File: src/rtl/hybridsub8_seq.sv
// Multi-cycle 8-bit subtractor: D = X - Y - B0 over three stages.
// Stages: 2-bit ripple, 4-bit borrow lookahead, 2-bit ripple; D and B8 update only at completion.
module hybridsub8_seq (
   input  logic       clk,
   input  logic       rst,
   input  logic       start,
   input  logic [7:0] X,
   input  logic [7:0] Y,
   input  logic       B0,
   output logic [7:0] D,
   output logic       B8,
   output logic       busy,
   output logic       done
);

   typedef enum logic [1:0] {
      IDLE = 2'd0,
      LO2  = 2'd1,
      MID4 = 2'd2,
      HI2  = 2'd3
   } state_t;

   state_t     state_q;
   logic [7:0] x_q;
   logic [7:0] y_q;
   logic       b0_q;
   logic [5:0] part_q;
   logic       brw_q;
   logic [7:0] d_q;
   logic       b8_q;
   logic       busy_q;
   logic       done_q;

   logic [2:0] lo_d;
   logic [4:0] mid_d;
   logic [2:0] hi_d;

   // Returns {borrow_out, diff[1:0]}.
   function automatic logic [2:0] ripple2(input logic [1:0] xv,
                                          input logic [1:0] yv,
                                          input logic       bin);
      logic       b;
      logic [1:0] dv;
      b  = bin;
      dv = 2'b00;
      for (int i = 0; i < 2; i++) begin
         dv[i] = xv[i] ^ yv[i] ^ b;
         b     = (~xv[i] & yv[i]) | (~(xv[i] ^ yv[i]) & b);
      end
      return {b, dv};
   endfunction

   // Returns {borrow_out, diff[3:0]}; every internal borrow is a flat sum of products.
   function automatic logic [4:0] lookahead4(input logic [3:0] xv,
                                             input logic [3:0] yv,
                                             input logic       bin);
      logic [3:0] g;
      logic [3:0] p;
      logic [4:0] c;
      g    = ~xv & yv;
      p    = ~(xv ^ yv);
      c[0] = bin;
      c[1] = g[0] | (p[0] & bin);
      c[2] = g[1] | (p[1] & g[0]) | (p[1] & p[0] & bin);
      c[3] = g[2] | (p[2] & g[1]) | (p[2] & p[1] & g[0])
           | (p[2] & p[1] & p[0] & bin);
      c[4] = g[3] | (p[3] & g[2]) | (p[3] & p[2] & g[1])
           | (p[3] & p[2] & p[1] & g[0]) | (&p & bin);
      return {c[4], xv ^ yv ^ c[3:0]};
   endfunction

   always_comb begin
      lo_d  = ripple2(x_q[1:0], y_q[1:0], b0_q);
      mid_d = lookahead4(x_q[5:2], y_q[5:2], brw_q);
      hi_d  = ripple2(x_q[7:6], y_q[7:6], brw_q);
   end

   always_ff @(posedge clk or posedge rst) begin
      if (rst) begin
         state_q <= IDLE;
         x_q     <= 8'h00;
         y_q     <= 8'h00;
         b0_q    <= 1'b0;
         part_q  <= 6'h00;
         brw_q   <= 1'b0;
         d_q     <= 8'h00;
         b8_q    <= 1'b0;
         busy_q  <= 1'b0;
         done_q  <= 1'b0;
      end else begin
         done_q <= 1'b0;
         case (state_q)
            IDLE: begin
               if (start) begin
                  x_q     <= X;
                  y_q     <= Y;
                  b0_q    <= B0;
                  part_q  <= 6'h00;
                  brw_q   <= 1'b0;
                  busy_q  <= 1'b1;
                  state_q <= LO2;
               end
            end
            LO2: begin
               part_q[1:0] <= lo_d[1:0];
               brw_q       <= lo_d[2];
               state_q     <= MID4;
            end
            MID4: begin
               part_q[5:2] <= mid_d[3:0];
               brw_q       <= mid_d[4];
               state_q     <= HI2;
            end
            HI2: begin
               d_q     <= {hi_d[1:0], part_q};
               b8_q    <= hi_d[2];
               done_q  <= 1'b1;
               busy_q  <= 1'b0;
               state_q <= IDLE;
            end
            default: begin
               busy_q  <= 1'b0;
               done_q  <= 1'b0;
               state_q <= IDLE;
            end
         endcase
      end
   end

   assign D    = d_q;
   assign B8   = b8_q;
   assign busy = busy_q;
   assign done = done_q;

endmodule

File: config.mk
export PLATFORM = sky130hd
export DESIGN_NAME = hybridsub8_seq
export DESIGN_NICKNAME = d
export VERILOG_FILES = /design/src/rtl/hybridsub8_seq.sv
export SDC_FILE = /design/constraint.sdc
export NUM_CORES = 1
export LEC_CHECK = 0
export ABC_AREA = 1
export CORE_UTILIZATION = 35
export CTS_CLUSTER_DIAMETER = 100
export DETAILED_ROUTE_END_ITERATION = 12
export GPL_TIMING_DRIVEN = 0
export PLACE_DENSITY = 0.7
export REMOVE_ABC_BUFFERS = 1
export SYNTH_ARGS = -nofsm -noshare
export SYNTH_HDL_FRONTEND = slang
export SYNTH_SLANG_ARGS = --single-unit
export TNS_END_PERCENT = 10
File: constraint.sdc
create_clock -name clk -period 1.5 [get_ports clk]
set_input_delay 0.3 -clock clk [delete_from_list [all_inputs] [get_ports clk]]
set_output_delay 0.3 -clock clk [all_outputs]
set_load 0.1 [all_outputs]
Word level (Yosys, flattened, before mapping)
Cells that the tools add are included.
{"block": "word_totals", "register_bits": 37, "input_bits": 20, "elab_cells": 94, "out_inout_bits": 11}
{"block": "classes", "bitwise_logic": 58, "n_eq_ne": 4, "n_reduce_logical": 11, "n_mux": 10}
{"cell": "$and A1 B1 Y1", "count": 23}
{"cell": "$or A1 B1 Y1", "count": 14}
{"cell": "$reduce_and A2 Y1", "count": 5}
{"cell": "$not A1 Y1", "count": 8}
{"cell": "$not A4 Y4", "count": 2}
{"cell": "$pmux W2 S4", "count": 1}
{"cell": "$pmux W4 S2", "count": 1}
{"cell": "$xor A1 B1 Y1", "count": 8}
{"cell": "$xor A4 B4 Y4", "count": 2}
{"cell": "$mux W6", "count": 1}
{"cell": "$reduce_bool A2 Y1", "count": 3}
{"cell": "$and A4 B4 Y4", "count": 1}
{"cell": "$eq A2 B2 Y1 const B", "count": 2}
{"cell": "$pmux W2 S2", "count": 1}
{"cell": "$reduce_and A4 Y1", "count": 1}
{"cell": "$mux W1", "count": 3}
{"cell": "$pmux W1 S3", "count": 1}
{"cell": "$reduce_bool A3 Y1", "count": 1}
{"cell": "$eq A2 B1 Y1 const B", "count": 1}
{"cell": "$logic_not A2 Y1", "count": 1}
{"cell": "$mux W2", "count": 1}
{"cell": "$ne A2 B2 Y1 const B", "count": 1}
{"cell": "$pmux W1 S2", "count": 1}

Logic depth before layout (Yosys ltp)
{"block": "logic_depth", "depth_word": 8, "mapped_depth": 10, "ltp_nobuf": 10}

Least setup slack after synthesis
No wires, ideal clock.
{"block": "synth_timing", "kind": "reg2reg", "from": "reg x_q[0]", "to": "reg part_q[1]", "setup_ns": 0.124, "arrival_ns": 1.345, "path_slack_ns": 0.030, "stages_incl_launch_ff": 7, "n_path_buf": 0, "period_less_slack_ns": 1.470, "t_required_ns": 1.376, "path_cell_list": "dfrtp_1 > inv_1 > fa_1 > inv_1 > fa_1 > nand3_1 > o21ai_1"}
{"block": "synth_via", "elab_chain_cells": 6, "elab_cells_between_ends": 8, "classes_between": "mux: 1; bitwise: 7"}
{"element": "start: declaration", "line": "24", "text": "logic [7:0] x_q;"}
{"element": "start signal: assignment", "line": "81", "text": "x_q <= 8'h00;"}
{"element": "start signal: assignment", "line": "95", "text": "x_q <= X;"}
{"element": "$xor A1 B1 Y1", "line": "48", "text": "b = (~xv[i] & yv[i]) | (~(xv[i] ^ yv[i]) & b);"}
{"element": "$not A1 Y1", "line": "48"}
{"element": "$and A1 B1 Y1", "line": "48"}
{"element": "$or A1 B1 Y1 *", "line": "48"}
{"element": "$xor A1 B1 Y1 *", "line": "47", "text": "dv[i] = xv[i] ^ yv[i] ^ b;"}
{"element": "$pmux W2 S2 *", "line": "92", "text": "case (state_q)"}
{"element": "end signal: assignment", "line": "105", "text": "part_q[1:0] <= lo_d[1:0];"}
{"element": "end: declaration", "line": "27", "text": "logic [5:0] part_q;"}
Mark *: on every way between the ends. The rest lies on a longest branch, timed or not.
A chain may end at the register's enable or synchronous reset.

Worst setup path after layout
{"block": "layout_timing", "from": "reg y_q[0]", "to": "reg part_q[1]"}
{"block": "layout_via", "elab_chain_cells": 6, "elab_cells_between_ends": 7, "classes_between": "mux: 1; bitwise: 6"}
{"element": "start: declaration", "line": "25", "text": "logic [7:0] y_q;"}
{"element": "start signal: assignment", "line": "82", "text": "y_q <= 8'h00;"}
{"element": "start signal: assignment", "line": "96", "text": "y_q <= Y;"}
{"element": "$xor A1 B1 Y1", "line": "48"}
{"element": "$not A1 Y1", "line": "48"}
{"element": "$and A1 B1 Y1", "line": "48"}
{"element": "$or A1 B1 Y1 *", "line": "48"}
{"element": "$xor A1 B1 Y1 *", "line": "47"}
{"element": "$pmux W2 S2 *", "line": "92"}
Marks and branches as above.

==> report_table.html <==
<table>
<tr><th>Metric</th><th>Value</th></tr>
<tr><th colspan="2">CTS</th></tr>
<tr><td>H-Tree Level Count</td><td>2</td></tr>
<tr><td>Insertion delay of the later-clocked pin in the worst-skew pair</td><td>between 0.2 and 0.3 ns</td></tr>
<tr><td>Number of sinks handled by clock tree synthesis</td><td>37</td></tr>
<tr><td>Buffer depth of the longest clock path</td><td>2</td></tr>
<tr><td>Clock tree from TritonCTS</td><td>built</td></tr>
<tr><td>Clock root cell</td><td>sky130_fd_sc_hd__clkbuf_8</td></tr>
<tr><td>Count of hold-fix buffers inserted at cts</td><td>0</td></tr>
<tr><td>Post-CTS clock slew at the launch and capture registers of the worst setup and hold paths</td><td>approximately 0.070 ns</td></tr>
<tr><td>TritonCTS buffer count</td><td>5</td></tr>
<tr><th colspan="2">Critical path</th></tr>
<tr><td>Arrival time of data at the critical path endpoint</td><td>~1.7 ns</td></tr>
<tr><td>Largest stage delay, worst path</td><td>around 0.43 ns</td></tr>
<tr><td>Most Frequent Cell on Critical Path</td><td>sky130_fd_sc_hd__fa_2</td></tr>
<tr><td>Number of cells on the worst reg-to-reg path</td><td>5</td></tr>
<tr><td>Startpoint types</td><td>flop</td></tr>
<tr><td>Critical path, cell by cell</td><td>fa_2 &gt; inv_2 &gt; fa_2 &gt; nand3_2 &gt; o21ai_1</td></tr>
<tr><td>Peak fanout along the critical path</td><td>2</td></tr>
<tr><td>Req. time, crit path</td><td>1.67 ns</td></tr>
<tr><td>Setup crit end kind</td><td>flop</td></tr>
<tr><td>Kind of critical path</td><td>reg2reg</td></tr>
<tr><td>Cell family with most CP delay</td><td>adder cells</td></tr>
<tr><td>Slack of the worst reg-to-reg path</td><td>-0.02 ns</td></tr>
<tr><td>Bufs and invs on worst path</td><td>1</td></tr>
<tr><td>Cell with the largest stage delay on the worst path</td><td>sky130_fd_sc_hd__fa_2</td></tr>
<tr><td>Cell depth of the worst setup path</td><td>5</td></tr>
<tr><th colspan="2">Yosys</th></tr>
<tr><td>Cells after Synth</td><td>~200</td></tr>
<tr><td>Seq cells post-synth</td><td>37</td></tr>
<tr><td>Syn Area/Cell</td><td>8.80 µm²</td></tr>
<tr><td>Post-synthesis instance area</td><td>between 1500 and 2000 µm²</td></tr>
<tr><td>Cell variety after synth</td><td>20</td></tr>
<tr><td>Warning count from the yosys run</td><td>0</td></tr>
<tr><td>Share of synthesized area occupied by flip-flops and latches</td><td>0.521</td></tr>
<tr><th colspan="2">Worst hold path</th></tr>
<tr><td>Type of the most critical hold path</td><td>reg2reg</td></tr>
<tr><td>Cell count of the worst hold path</td><td>2</td></tr>
<tr><th colspan="2">Timing</th></tr>
<tr><td>Share of the clock period used by the worst path</td><td>1.01</td></tr>
<tr><td>Setup TNS</td><td>-0.0202 ns</td></tr>
<tr><td>Slew at the pin with the worst max-slew slack</td><td>0.780 ns</td></tr>
<tr><td>Number of setup violations in the final report</td><td>1</td></tr>
<tr><td>Count of final max-slew check failures</td><td>0</td></tr>
<tr><td>Setup repair after global routing missed its margin</td><td>true</td></tr>
<tr><td>Hold violation count in the final report</td><td>0</td></tr>
<tr><td>Minimum clock period after layout</td><td>approximately 1.5 ns</td></tr>
<tr><td>Achievable clock frequency</td><td>roughly 660 MHz</td></tr>
<tr><td>Worst max-slew margin expressed relative to the limit</td><td>0.479</td></tr>
<tr><td>Worst-case setup margin in the final layout</td><td>-0.0202 ns</td></tr>
<tr><td>Post-Route Hold Slack</td><td>between 0.4 and 0.5 ns</td></tr>
<tr><td>Maximum clock skew at final layout</td><td>roughly 0.0045 ns</td></tr>
<tr><th colspan="2">Power</th></tr>
<tr><td>Total power after layout</td><td>5490 µW</td></tr>
<tr><td>Relative contribution of combinational cells to total power</td><td>0.559</td></tr>
<tr><td>Clk pwr share</td><td>0.137</td></tr>
<tr><td>Fraction of power spent switching nets</td><td>0.487</td></tr>
<tr><td>Sequential cell fraction of total power</td><td>0.304</td></tr>
<tr><td>Cell-internal power</td><td>2820 µW</td></tr>
<tr><td>Maximum ir drop on the vdd rail</td><td>0.000662 V</td></tr>
<tr><td>Switching pwr</td><td>2670 µW</td></tr>
<tr><td>Leakage power</td><td>between 0.001 and 0.0015 µW</td></tr>
<tr><td>Pwr/cell area</td><td>~2400 nW/µm²</td></tr>
<tr><th colspan="2">Routing</th></tr>
<tr><td>Vias</td><td>1332</td></tr>
<tr><td>First-iteration detailed-routing DRC count</td><td>a little under 60</td></tr>
<tr><td>Routed wire length on met2</td><td>around 1.5 mm</td></tr>
<tr><td>Highest routing layer actually used</td><td>met4</td></tr>
<tr><td>Total Wirelength</td><td>~3.2 mm</td></tr>
<tr><td>Routed Antenna Nets</td><td>0</td></tr>
<tr><td>Wire length per cell</td><td>just over 10 µm</td></tr>
<tr><td>Routed wl met3</td><td>between 100 and 150 µm</td></tr>
<tr><td>Vias/cell</td><td>~4.3</td></tr>
<tr><td>First-pass DRT Iterations</td><td>5</td></tr>
<tr><td>Met1 wire length</td><td>around 1.5 mm</td></tr>
<tr><td>Drc violations</td><td>0</td></tr>
<tr><th colspan="2">Finish</th></tr>
<tr><td>Fillers</td><td>about 500</td></tr>
<tr><td>N_diodes</td><td>0</td></tr>
<tr><td>Filler-free cell count of the finished design</td><td>308</td></tr>
<tr><td>Most common cell after layout, fill and taps aside</td><td>sky130_fd_sc_hd__nand2_1</td></tr>
<tr><td>Final nets</td><td>between 200 and 300</td></tr>
<tr><td>Share of layout cells above drive strength 1</td><td>0.178</td></tr>
<tr><td>Storage cell area</td><td>just over 900 µm²</td></tr>
<tr><td>Post-synthesis to final-layout area growth</td><td>29.2%</td></tr>
<tr><td>Most frequent cells in the layout</td><td>sky130_fd_sc_hd__nand2_1 (74), sky130_fd_sc_hd__dfrtp_1 (36), sky130_fd_sc_hd__inv_1 (26)</td></tr>
<tr><td>Area of combinational cells with multiple inputs</td><td>733 µm²</td></tr>
<tr><th colspan="2">Placed design</th></tr>
<tr><td>Buffers on Ports</td><td>30</td></tr>
<tr><td>Detailed placement HPWL</td><td>approximately 2.3 mm</td></tr>
<tr><td>Final weighted congestion of routability-driven global placement</td><td>between 0.8 and 0.9</td></tr>
<tr><td>Number of placed instances with taps included</td><td>approximately 300</td></tr>
<tr><td>DP Worst Slack</td><td>-0.440 ns</td></tr>
<tr><th colspan="2">Floorplanning</th></tr>
<tr><td>Effective utilization at floorplan</td><td>0.369</td></tr>
<tr><td>Number of core rows</td><td>25</td></tr>
<tr><td>IO Count</td><td>31</td></tr>
<tr><td>Floorplan Core Area</td><td>between 4000 and 5000 µm²</td></tr>
<tr><td>Die H</td><td>73.3 µm</td></tr>
<tr><td>Die outline area</td><td>approximately 5400 µm²</td></tr>
<tr><td>Horizontal extent of the die</td><td>73.3 µm</td></tr>
<tr><th colspan="2">Run</th></tr>
<tr><td>Reported max-cap violation count</td><td>0</td></tr>
<tr><th colspan="2">Global routing</th></tr>
<tr><td>Largest net degree at the start of global routing</td><td>38</td></tr>
<tr><td>Overall track demand over capacity in global routing</td><td>0.138</td></tr>
<tr><td>Via count of the first global-routing pass</td><td>1287</td></tr>
<tr><td>First-pass GRT wire length</td><td>around 5.6 mm</td></tr>
<tr><td>Number of antenna violations at the first check in global routing</td><td>0</td></tr>
<tr><td>Total gr overflow</td><td>0</td></tr>
<tr><th colspan="2">Status</th></tr>
<tr><td>Violated checks</td><td>negative setup slack</td></tr>
<tr><td>Result of the run</td><td>complete, but fails checks</td></tr>
</table>
[cell families after synthesis]
logic type | Yosys count | share of synthesized area
simple gates | 88 | 0.199
buf+inv | 37 | 0.0873
flops | 37 | 0.521
compound gates | 27 | 0.0803
fa+ha+maj | 13 | 0.113
[timing repair]
item,4_1_cts,5_1_grt
setup buffers,0,5
endpoints found under the setup margin,70,34
pin swaps,0,2
resized for setup,45,25
[routing by layer]
layer	track usage	vias up
met5	0	-
met2	0.238	23
met4	0.0654	0
li1	-	695
met3	0.0288	4
met1	0.165	610
[layout make-up]
class,count,area share
clock inverter,1,0.00218
multi-input combinational,128,0.319
sequential,37,0.404
timing repair buffer,35,0.136
tap,67,0.0365
clock buffer,7,0.0420
inverter,33,0.0605
[sequential cells by signal (all words and copies together), names as in the netlist]
signal,flops
busy,1
done,1
part_q,6
B8,1
x_q,8
state_q,2
y_q,8
b0_q,1
brw_q,1
D,8
[power by group through the flow]
stage | logic (µW) | clock network (µW) | registers [µW]
floorplan | 1410 | 0 | 2500
global placement | 2850 | 0 | 1670
detailed placement | 2930 | 0 | 1690
CTS | 2920 | 770 | 1680
global route | 3470 | 803 | 1730
finish | 3070 | 749 | 1670
[metrics by stage]
stage               cell area, µm²  utilization
floorplan                     1750            -
CTS                           2250        0.468
detailed placement            2130        0.442
global placement              2130        0.442
finish                        2300        0.477
global route                  2300        0.477
[final timing paths]
kind | start | end
max | y_q[0] | part_q[1]
min | D[5] | D[5]
max reg2reg | y_q[0] | part_q[1]
min reg2reg | D[5] | D[5]
max in group asynchronous | rst | brw_q
min in group asynchronous | rst | D[6]
[synthesized netlist by cell type]
| cell type | count | area, µm² |
|---|---|---|
| sky130_fd_sc_hd__nand2_1 | 75 | 282 |
| sky130_fd_sc_hd__dfrtp_1 | 37 | 926 |
| sky130_fd_sc_hd__inv_1 | 31 | 116 |
| sky130_fd_sc_hd__o21ai_0 | 17 | 85.1 |
| sky130_fd_sc_hd__ha_1 | 8 | 100 |
| sky130_fd_sc_hd__nand3_1 | 6 | 30.0 |
| sky130_fd_sc_hd__fa_1 | 5 | 100 |
| sky130_fd_sc_hd__a21oi_1 | 3 | 15.0 |
| sky130_fd_sc_hd__nor2_1 | 3 | 11.3 |
| sky130_fd_sc_hd__o21ai_1 | 3 | 15.0 |
| sky130_fd_sc_hd__o22ai_1 | 3 | 18.8 |
| sky130_fd_sc_hd__buf_4 | 2 | 15.0 |
| sky130_fd_sc_hd__inv_2 | 2 | 7.51 |
| sky130_fd_sc_hd__buf_2 | 1 | 5.00 |
| sky130_fd_sc_hd__buf_6 | 1 | 11.3 |
| sky130_fd_sc_hd__nand2_2 | 1 | 6.26 |
| sky130_fd_sc_hd__nor2_4 | 1 | 11.3 |
| sky130_fd_sc_hd__o21ai_2 | 1 | 8.76 |
| sky130_fd_sc_hd__or2_1 | 1 | 6.26 |
| sky130_fd_sc_hd__or2_2 | 1 | 6.26 |
[worst min-delay path, delay by kind of cell (launching register included)]
family           cells  cell delay, ns
and+or+nand+nor      2            0.10
DFF                  1            0.34
(Power assumes the default switching activity.)
